===== src/rtl/blink_sbox_layer_serial.sv =====
// Blink-128 nibble substitution layer: 32 nibbles pushed through NSBOX S-boxes per cycle over 32/NSBOX passes.
// Latency 32/NSBOX cycles from accept to out_valid; HOLD stalls on ~out_ready and accepts back-to-back on handshake.
module blink_sbox_layer_serial #(
    parameter int          NSBOX = 8,
    parameter logic [63:0] SBOX  = 64'h21748FE3DA09B65C
) (
    input  logic         clk,
    input  logic         rst_n,
    input  logic         in_valid,
    output logic         in_ready,
    input  logic [127:0] in_data,
    output logic         out_valid,
    input  logic         out_ready,
    output logic [127:0] out_data
);

    if ((NSBOX < 1) || (NSBOX > 32) || ((32 % NSBOX) != 0)) begin : g_bad_nsbox
        $error("blink_sbox_layer_serial: NSBOX must divide 32");
    end

    localparam int NPASS = 32 / NSBOX;
    localparam int CW    = (NPASS > 1) ? $clog2(NPASS) : 1;
    localparam int W     = 4 * NSBOX;
    localparam logic [CW-1:0] LAST = CW'(NPASS - 1);

    localparam logic [1:0] IDLE = 2'd0;
    localparam logic [1:0] RUN  = 2'd1;
    localparam logic [1:0] HOLD = 2'd2;

    logic [1:0]    state;
    logic [CW-1:0] cnt;
    logic [127:0]  st_reg;
    logic [7:0]    base;
    logic [W-1:0]  win_in;
    logic [W-1:0]  win_out;

    function automatic logic [3:0] sbox_f(input logic [3:0] x);
        sbox_f = SBOX[{x, 2'b00} +: 4];
    endfunction

    // Window of nibbles handled on the current pass; base never exceeds 124.
    assign base   = 8'(cnt) * 8'(W);
    assign win_in = st_reg[base +: W];

    always_comb begin
        win_out = '0;
        for (int j = 0; j < NSBOX; j++) begin
            win_out[4*j +: 4] = sbox_f(win_in[4*j +: 4]);
        end
    end

    assign in_ready = (state == IDLE) || ((state == HOLD) && out_ready);
    assign out_data = st_reg;

    always_ff @(posedge clk or negedge rst_n) begin
        if (!rst_n) begin
            state     <= IDLE;
            cnt       <= '0;
            st_reg    <= '0;
            out_valid <= 1'b0;
        end else begin
            case (state)
                IDLE: begin
                    if (in_valid) begin
                        st_reg <= in_data;
                        cnt    <= '0;
                        state  <= RUN;
                    end
                end
                RUN: begin
                    st_reg[base +: W] <= win_out;
                    if (cnt == LAST) begin
                        cnt       <= '0;
                        state     <= HOLD;
                        out_valid <= 1'b1;
                    end else begin
                        cnt <= cnt + 1'b1;
                    end
                end
                HOLD: begin
                    // Output handshake may coincide with accepting the next state.
                    if (out_ready) begin
                        out_valid <= 1'b0;
                        if (in_valid) begin
                            st_reg <= in_data;
                            cnt    <= '0;
                            state  <= RUN;
                        end else begin
                            state <= IDLE;
                        end
                    end
                end
                default: begin
                    state     <= IDLE;
                    out_valid <= 1'b0;
                end
            endcase
        end
    end

endmodule


===== config.mk =====
export PLATFORM = sky130hd
export DESIGN_NAME = blink_sbox_layer_serial
export DESIGN_NICKNAME = d
export VERILOG_FILES = /design/src/rtl/blink_sbox_layer_serial.sv
export SDC_FILE = /design/constraint.sdc
export NUM_CORES = 1
export LEC_CHECK = 0
export CAP_MARGIN = 20
export CORE_ASPECT_RATIO = 1.2
export CORE_UTILIZATION = 47
export CTS_CLUSTER_SIZE = 16
export DETAILED_ROUTE_END_ITERATION = 10
export PLACE_DENSITY = 0.81
export SLEW_MARGIN = 20
export SYNTH_ARGS = -nofsm -noshare
export SYNTH_HDL_FRONTEND = slang
export SYNTH_SLANG_ARGS = --single-unit

===== constraint.sdc =====
create_clock -name clk -period 3.3 [get_ports clk]
set_input_delay 0.495 -clock clk [delete_from_list [all_inputs] [get_ports clk]]
set_output_delay 0.495 -clock clk [all_outputs]
set_load 0.03 [all_outputs]

==> results.cfg, run 1 <==
[floorplan]
die_y_microns = 145
coreArea_sq_mm = 0.0168
num_rows = 52
die_area_sq_mm = 0.0176
initial_utilization_pct = 47.9
fp.dieW_microns = 121
io_pins = 262

[clock_network]
clock_latency_ns = 0.43
htree_levels = 4
cts.sinks = 133
cts_buffer_depth = 2
cts_inserted_buffers = 17
post_cts_buffers = 0
tritoncts = done
ctsHoldBuffers = 0
clkTransAtPathRegs_ns = 0.06
cts_resized = 0
cts-root-buf = clkbuf_16

[min_path]
min_path_type = in2async

[placement]
dp.cells = 1264
port_buffers = 261
hpwl_mm = 20.1
gp_congestion = 0.858
dpl-instance-area_sq_mm = 0.0109
place_ws_ns = 0.655

[critical_path]
crit_slowest_cell = dfrtp_2
start_kind = register
reg2reg_from = cnt[1]$_DFFE_PN0P_
rr_endpoint = out_data[87]$_DFFE_PN0P_
required_ns = 3.60
reg2regPathDepth = 8
cp_slowest_stage_delay_ns = 0.73
end_kind = register
timing_worst_setup_path_type = reg2reg
path_cells = buf_4 > mux4_2 > inv_1 > ha_1 > mux2i_1 > mux2_2 > a221oi_1 > nor2_1
arrival_ns = 3.05
cp_max_fo = 20
reg2reg_setup_slack_ns = 0.55

[sta]
layout_min_cycle_time_ns = 2.75
worstMarginPinSlew_ns = 1.18
setup_violations = 0
setup_tns_ns = 0
fin_ws_ns = 0.551
rsz0062_at_grt = false
clock-skew-final_ns = 0.00639
drv_slew = 0
period_share_pct = 83.3
slew_headroom_pct = 21.1
timing.final.hold_violations = 0
clock.fmax_mhz = 364

[synthesis]
synthesis.area_sq_mm = 0.00804
ys_seq_area_share_pct = 41.4
syn_nets = 1009
yosysTopAreaCellShare_pct = 41.4
yosysTopAreaCell = dfrtp_1
yosysWarnings = 0
avgSynthCellArea_sq_um = 9.66
syn_inst = 833
synth_top_cells_by_area = dfrtp_1 (41%), nor2_1 (8.0%), mux4_2 (7.6%)
ys_ff_latch = 133
synth_cell_types = 35

[routing]
drc = 0
vias = 8385
drt_iter0_drc = 880
drt_pass1_iterations = 6
wl_mm = 30.0
vias_per_cell = 6.47
antenna_left = 0
routedWlPerCell_microns = 23.2

[final_layout]
fin_nets = 1243
mostFrequentLayoutCell = clkdlybuf4s50_1
fillers = 1228
antennaDiodeCount = 0
final_cells = 1296
final_area_sq_mm = 0.0115
areaGrowthSynthToFinish_pct = 42.8
layout-drive-gt1-share_pct = 9.07
final_cell_mix = clkdlybuf4s50_1 (260), nor2_1 (172), dfrtp_1 (131)

[global_routing]
grt_remaining_overflow = 0
grt_pass1_vias = 8099
grt_antenna_before_repair = 0
grt_pass1_wl_mm = 45.3
track_usage_pct = 34.2
grt_max_degree = 82

[outcome]
status = completed

[job]
cap_viol_max_count = 0
[per-layer routing]
layer	track usage (%)	vias up	part of all wire, %
met5	0	-	0
met4	18.9	0	5.1
met3	5.90	148	11
met2	53.7	677	48
met1	44.6	4048	36
li1	-	3512	-
[sequential cells by signal, indices dropped and copies added (netlist names)]
| signal | flops |
|---|---|
| out_valid | 1 |
| out_data | 128 |
| state | 2 |
| cnt | 2 |
[per-stage QoR]
step           util (%)  hold WS (ns)
2_1_floorplan         -         0.199
3_3_place_gp       64.9         0.505
3_5_place_dp       64.9         0.518
4_1_cts            68.4         0.102
5_1_grt            68.4         0.128
6_report           68.4        0.0654
[Yosys cell counts]
master	number
nand3_1	2
and4_1	1
buf_2	11
clkbuf_1	52
a21o_1	1
mux2i_1	46
xor2_1	7
inv_1	27
o211ai_1	4
nor3_1	2
ha_1	44
o21ai_1	1
nand2b_1	2
o21a_1	4
buf_4	2
nand2_1	20
or3_1	1
buf_8	1
o21ai_0	11
nor2b_1	4
a21oi_1	109
a22o_1	2
buf_6	3
nor3b_1	1
mux4_2	27
a221oi_1	28
mux4_1	6
dfrtp_1	133
nand3b_1	1
xnor2_1	1
nor2_1	172
mux2_2	8
nand4_1	1
o22ai_1	96
and3_1	2
[worst max path at each step]
stage / from / to / slack, ns / depth (start not counted)
global route: cnt[1]$_DFFE_PN0P_ / out_data[30]$_DFFE_PN0P_ / 0.50 / 8
CTS: cnt[1]$_DFFE_PN0P_ / out_data[87]$_DFFE_PN0P_ / 0.61 / 8
finish: cnt[1]$_DFFE_PN0P_ / out_data[87]$_DFFE_PN0P_ / 0.55 / 8
detailed placement: cnt[1]$_DFFE_PN0P_ / out_data[87]$_DFFE_PN0P_ / 0.66 / 8
global placement: cnt[1]$_DFFE_PN0P_ / out_data[27]$_DFFE_PN0P_ / 0.71 / 8
floorplan: cnt[0]$_DFFE_PN0P_ / out_data[91]$_DFFE_PN0P_ / 0.88 / 10
[logic make-up (layout without fill, tap and decap cells)]
| group | count (synthesis) | count (layout) | share of synthesized area [%] |
|---|---|---|---|
| compound gates | 256 | 256 | 19.1 |
| xor+xnor | 8 | 8 | 0.871 |
| fa+ha+maj | 44 | 44 | 6.84 |
| buf+inv | 96 | 343 | 5.16 |
| flops | 133 | 133 | 41.4 |
| mux | 87 | 87 | 16.4 |
| simple gates | 209 | 209 | 10.3 |
[critical path, delay by kind of cell, from the launching register on]
kind | cells | cell delay, ns
buffers and inverters | 2 | 0.49
AND/OR/NAND/NOR | 1 | 0.09
flip-flops | 1 | 0.73
AO/OA/AOI/OAI | 1 | 0.32
adder cells (fa/ha/maj) | 1 | 0.17
multiplexers | 3 | 0.83
[final cells by class]
class	count	area (sq um)	area share [%]
Timing Repair Buffer	284	2840	24.7
Clock inverter	12	129	1.12
Clock buffer	20	467	4.06
Tap cell	216	270	2.35
Multi-Input combinational cell	604	4350	37.9
Inverter	27	101	0.882
Sequential cell	133	3330	29.0
Power of run 1 is left out: the tool's default activity adds up to more than one toggle a clock period on the data nets, which glitch-free logic cannot reach.
==> inputs of run 2 (changes only) <==
==> constraint.sdc (replaced) <==
create_clock -name clk -period 2.8 [get_ports clk]
set_input_delay 0.42 -clock clk [delete_from_list [all_inputs] [get_ports clk]]
set_output_delay 0.42 -clock clk [all_outputs]
set_load 0.03 [all_outputs]
==> results.cfg, run 2 (same netlist as run 1, synthesis figures left out) <==
[sta]
setup_violations = 0
slew_headroom_pct = 20.6
layout_min_cycle_time_ns = 2.66
period_share_pct = 94.9
clock-skew-final_ns = 0.00644
rsz0062_at_grt = false
drv_slew = 0
clock.fmax_mhz = 376
timing.final.hold_violations = 0
setup_tns_ns = 0
worstMarginPinSlew_ns = 1.19

[placement]
gp_congestion = 0.871
port_buffers = 261
dp.cells = 1264
hpwl_mm = 19.6

[clock_network]
cts_inserted_buffers = 17
clkTransAtPathRegs_ns = 0.06
cts_buffer_depth = 2
cts-root-buf = clkbuf_16
ctsHoldBuffers = 0
cts_resized = 0
tritoncts = done
htree_levels = 4
clock_latency_ns = 0.44
post_cts_buffers = 0
cts.sinks = 133

[final_layout]
final_cells = 1297
fillers = 1241
largest_reg_flops = 128
final_cell_mix = clkdlybuf4s50_1 (260), nor2_1 (172), dfrtp_1 (131)
mostFrequentLayoutCell = clkdlybuf4s50_1
antennaDiodeCount = 0
areaGrowthSynthToFinish_pct = 43.8
layout-drive-gt1-share_pct = 8.97
fin_nets = 1244

[routing]
routedWlPerCell_microns = 23.1
vias_per_cell = 6.40
drt_pass1_iterations = 6
drt_iter0_drc = 978
antenna_left = 0
vias = 8307
wl_mm = 30.0
drc = 0

[floorplan]
coreArea_sq_mm = 0.0168
die_area_sq_mm = 0.0176
io_pins = 262
die_y_microns = 145
fp.dieW_microns = 121
num_rows = 52
initial_utilization_pct = 47.9

[critical_path]
path_buf_inv = 2
reg2reg_setup_slack_ns = 0.14
timing_worst_setup_path_type = reg2reg
reg2reg_from = cnt[1]$_DFFE_PN0P_
rr_endpoint = out_data[30]$_DFFE_PN0P_
cp_max_fo = 12
crit_slowest_cell = dfrtp_2
arrival_ns = 2.94
required_ns = 3.08
critPathTopFamily = multiplexers
cp_slowest_stage_delay_ns = 0.56
path_cells = buf_4 > mux4_2 > inv_1 > ha_1 > mux2i_1 > nor2_1 > nor2_1 > o22ai_1
end_kind = register
start_kind = register
cpMostUsedCell = nor2_1
reg2regPathDepth = 8

[global_routing]
grt_remaining_overflow = 0
track_usage_pct = 34.1
grt_pass1_wl_mm = 45.2
grt_antenna_before_repair = 0
grt_max_degree = 130
grt_pass1_vias = 8259

[job]
cap_viol_max_count = 0

[min_path]
min_path_type = in2async

[outcome]
status = completed
## run 2: changes by cell type in the layout (fill, tap and decap cells not counted)
| cell | previous run | this run |
|---|---|---|
| clkinv_4 | 1 | 0 |
| buf_16 | 0 | 1 |
| buf_4 | 19 | 18 |
| clkbuf_8 | 3 | 4 |
| buf_12 | 4 | 5 |
| bufinv_16 | 2 | 4 |
| clkinvlp_4 | 6 | 1 |
| clkbuf_1 | 0 | 2 |
| clkinv_2 | 3 | 4 |
## run 2: worst max-delay path by stage
stage	from	endpoint	slack, ns	cells after the start
floorplan	cnt[0]$_DFFE_PN0P_	out_data[91]$_DFFE_PN0P_	0.38	10
global placement	cnt[0]$_DFFE_PN0P_	out_data[91]$_DFFE_PN0P_	0.34	6
detailed placement	out_ready	out_data[71]$_DFFE_PN0P_	0.25	7
CTS	cnt[0]$_DFFE_PN0P_	out_data[30]$_DFFE_PN0P_	0.20	8
global route	cnt[0]$_DFFE_PN0P_	out_data[30]$_DFFE_PN0P_	0.09	8
finish	cnt[1]$_DFFE_PN0P_	out_data[30]$_DFFE_PN0P_	0.14	8
## run 2: per-stage QoR
step | setup slack (ns) | hold WS (ns) | utilization, % | cell area, sq um
finish | 0.142 | 0.00267 | 68.9 | 11600
global placement | 0.339 | 0.501 | 65.0 | 10900
detailed placement | 0.249 | 0.503 | 65.0 | 10900
global route | 0.0936 | 0.0773 | 68.9 | 11600
floorplan | 0.377 | 0.124 | - | 8040
CTS | 0.196 | 0.0509 | 68.7 | 11500
## run 2: area by class of cell
cell class	instances	area, sq um	area share, %
multi-input combinational	604	4350	37.6
sequential	133	3330	28.8
timing repair buffer	285	2880	24.9
clock buffer	23	488	4.22
tap	216	270	2.34
clock inverter	9	148	1.28
inverter	27	101	0.876
## run 2: routing by layer
metal / up-vias / share of wire, % / track usage (%)
li1: 3520 / - / -
met1: 3993 / 37 / 44.1
met2: 657 / 48 / 53.2
met3: 137 / 11 / 7.94
met4: 0 / 4.5 / 17.9
met5: - / 0 / 0
## run 2: worst reg2reg max path: cells and delay by family (launching register included)
| kind | cells | cell delay, ns |
|---|---|---|
| AOI/OAI and AO/OA | 1 | 0.18 |
| adders and majority gates | 1 | 0.28 |
| buffers and inverters | 2 | 0.48 |
| DFF | 1 | 0.56 |
| muxes | 2 | 0.61 |
| and+or+nand+nor | 2 | 0.40 |
Power of run 2 is left out for the same reason.
==> inputs of run 3 (changes only) <==
--- a/config.mk
+++ b/config.mk
@@ -11,6 +11,7 @@
 export CTS_CLUSTER_SIZE = 16
 export DETAILED_ROUTE_END_ITERATION = 10
 export PLACE_DENSITY = 0.81
+export RECOVER_POWER = 100
 export SLEW_MARGIN = 20
 export SYNTH_ARGS = -nofsm -noshare
 export SYNTH_HDL_FRONTEND = slang
==> results.cfg, run 3 (same netlist as run 1, synthesis figures left out) <==
[sta]
drv_slew = 78
timing.final.hold_violations = 0
slew_headroom_pct = -34.9
clock-skew-final_ns = 0.00786
layout_min_cycle_time_ns = 2.63
rsz0062_at_grt = false
clock.fmax_mhz = 380
hold_slack_ns = 0.528
worstMarginPinSlew_ns = 2.02
setup_tns_ns = 0
period_share_pct = 94.0
setup_violations = 0

[global_routing]
grt_remaining_overflow = 0
grt_max_degree = 130
grt_pass1_vias = 8259
grt_pass1_wl_mm = 45.2
grt_antenna_before_repair = 0
track_usage_pct = 34.1

[routing]
routedWlPerCell_microns = 23.0
drt_pass1_iterations = 6
dr_wl_met2_mm = 14.4
met3WireLength_mm = 3.11
drc = 0
vias_per_cell = 6.40
antenna_left = 0
drt_iter0_drc = 1000
wl_met1_mm = 11.0
highest_layer = met4
vias = 8304
wl_mm = 29.9

[clock_network]
cts.sinks = 133
cts_resized = 0
tritoncts = done
cts_inserted_buffers = 17
clkTransAtPathRegs_ns = 0.06
htree_levels = 4
cts-root-buf = clkbuf_16
cts_buffer_depth = 2
clock_latency_ns = 0.43
post_cts_buffers = 0
ctsHoldBuffers = 0

[floorplan]
initial_utilization_pct = 47.9
fp.dieW_microns = 121
io_pins = 262
die_area_sq_mm = 0.0176
num_rows = 52
coreArea_sq_mm = 0.0168
die_y_microns = 145

[placement]
gp_congestion = 0.871
hpwl_mm = 19.6
port_buffers = 261

[final_layout]
mostFrequentLayoutCell = nor2_1
fin_nets = 1244
antennaDiodeCount = 0
largest_reg_flops = 128
final_cell_mix = nor2_1 (172), dfrtp_1 (131), clkdlybuf4s50_1 (130), dlygate4sd3_1 (130), a21oi_1 (105)
layout-drive-gt1-share_pct = 8.23
areaGrowthSynthToFinish_pct = 43.3

[critical_path]
cp_slowest_stage_delay_ns = 0.81
timing_worst_setup_path_type = reg2reg
critPathTopFamily = multiplexers
cp_max_fo = 36
end_kind = register
crit_slowest_cell = mux4_1
required_ns = 3.10
reg2reg_setup_slack_ns = 0.17
start_kind = register
arrival_ns = 2.93
path_buf_inv = 1
path_cells = buf_12 > mux4_1 > mux2i_1 > mux2_1 > a221oi_1 > nor2_1

[job]
cap_viol_max_count = 1

[outcome]
violations = capacitance limit, slew limit
status = finished with violations

[min_path]
min_path_type = in2async
-- run 3: final cells by class --
cell class / instances / area [sq um]
fill: 1248 / 5260
timing repair buffer: 285 / 2840
tap: 216 / 270
multi-input combinational: 604 / 4350
clock buffer: 23 / 488
inverter: 27 / 101
clock inverter: 9 / 148
sequential: 133 / 3330
-- run 3: metal layers --
metal	track usage, %	vias to the layer above
li1	-	3522
met1	44.1	4023
met2	53.2	625
met3	7.94	134
met4	17.9	0
met5	0	-
-- run 3: final timing paths --
check | from | end | depth (start not counted)
hold reg to reg | out_valid$_DFFE_PN0P_ | out_valid$_DFFE_PN0P_ | 2
min in group clk | out_valid$_DFFE_PN0P_ | out_valid$_DFFE_PN0P_ | 2
setup / recovery | cnt[0]$_DFFE_PN0P_ | out_data[123]$_DFFE_PN0P_ | 6
max in group asynchronous | rst_n | cnt[0]$_DFFE_PN0P_ | 1
setup reg to reg | cnt[0]$_DFFE_PN0P_ | out_data[123]$_DFFE_PN0P_ | 6
hold / removal | rst_n | out_data[4]$_DFFE_PN0P_ | 1
-- run 3: metrics by stage --
step | area, sq um | utilization [%] | cells | worst slack [ns]
final | 11500 | 68.7 | 1297 | 0.169
after global routing | 11500 | 68.7 | 1297 | 0.0736
after floorplan | 8040 | - | 833 | 0.377
after global placement | 10900 | 65.0 | 1264 | 0.339
after detailed placement | 10900 | 65.0 | 1264 | 0.249
after CTS | 11500 | 68.7 | 1296 | 0.196
Power of run 3 is left out for the same reason.
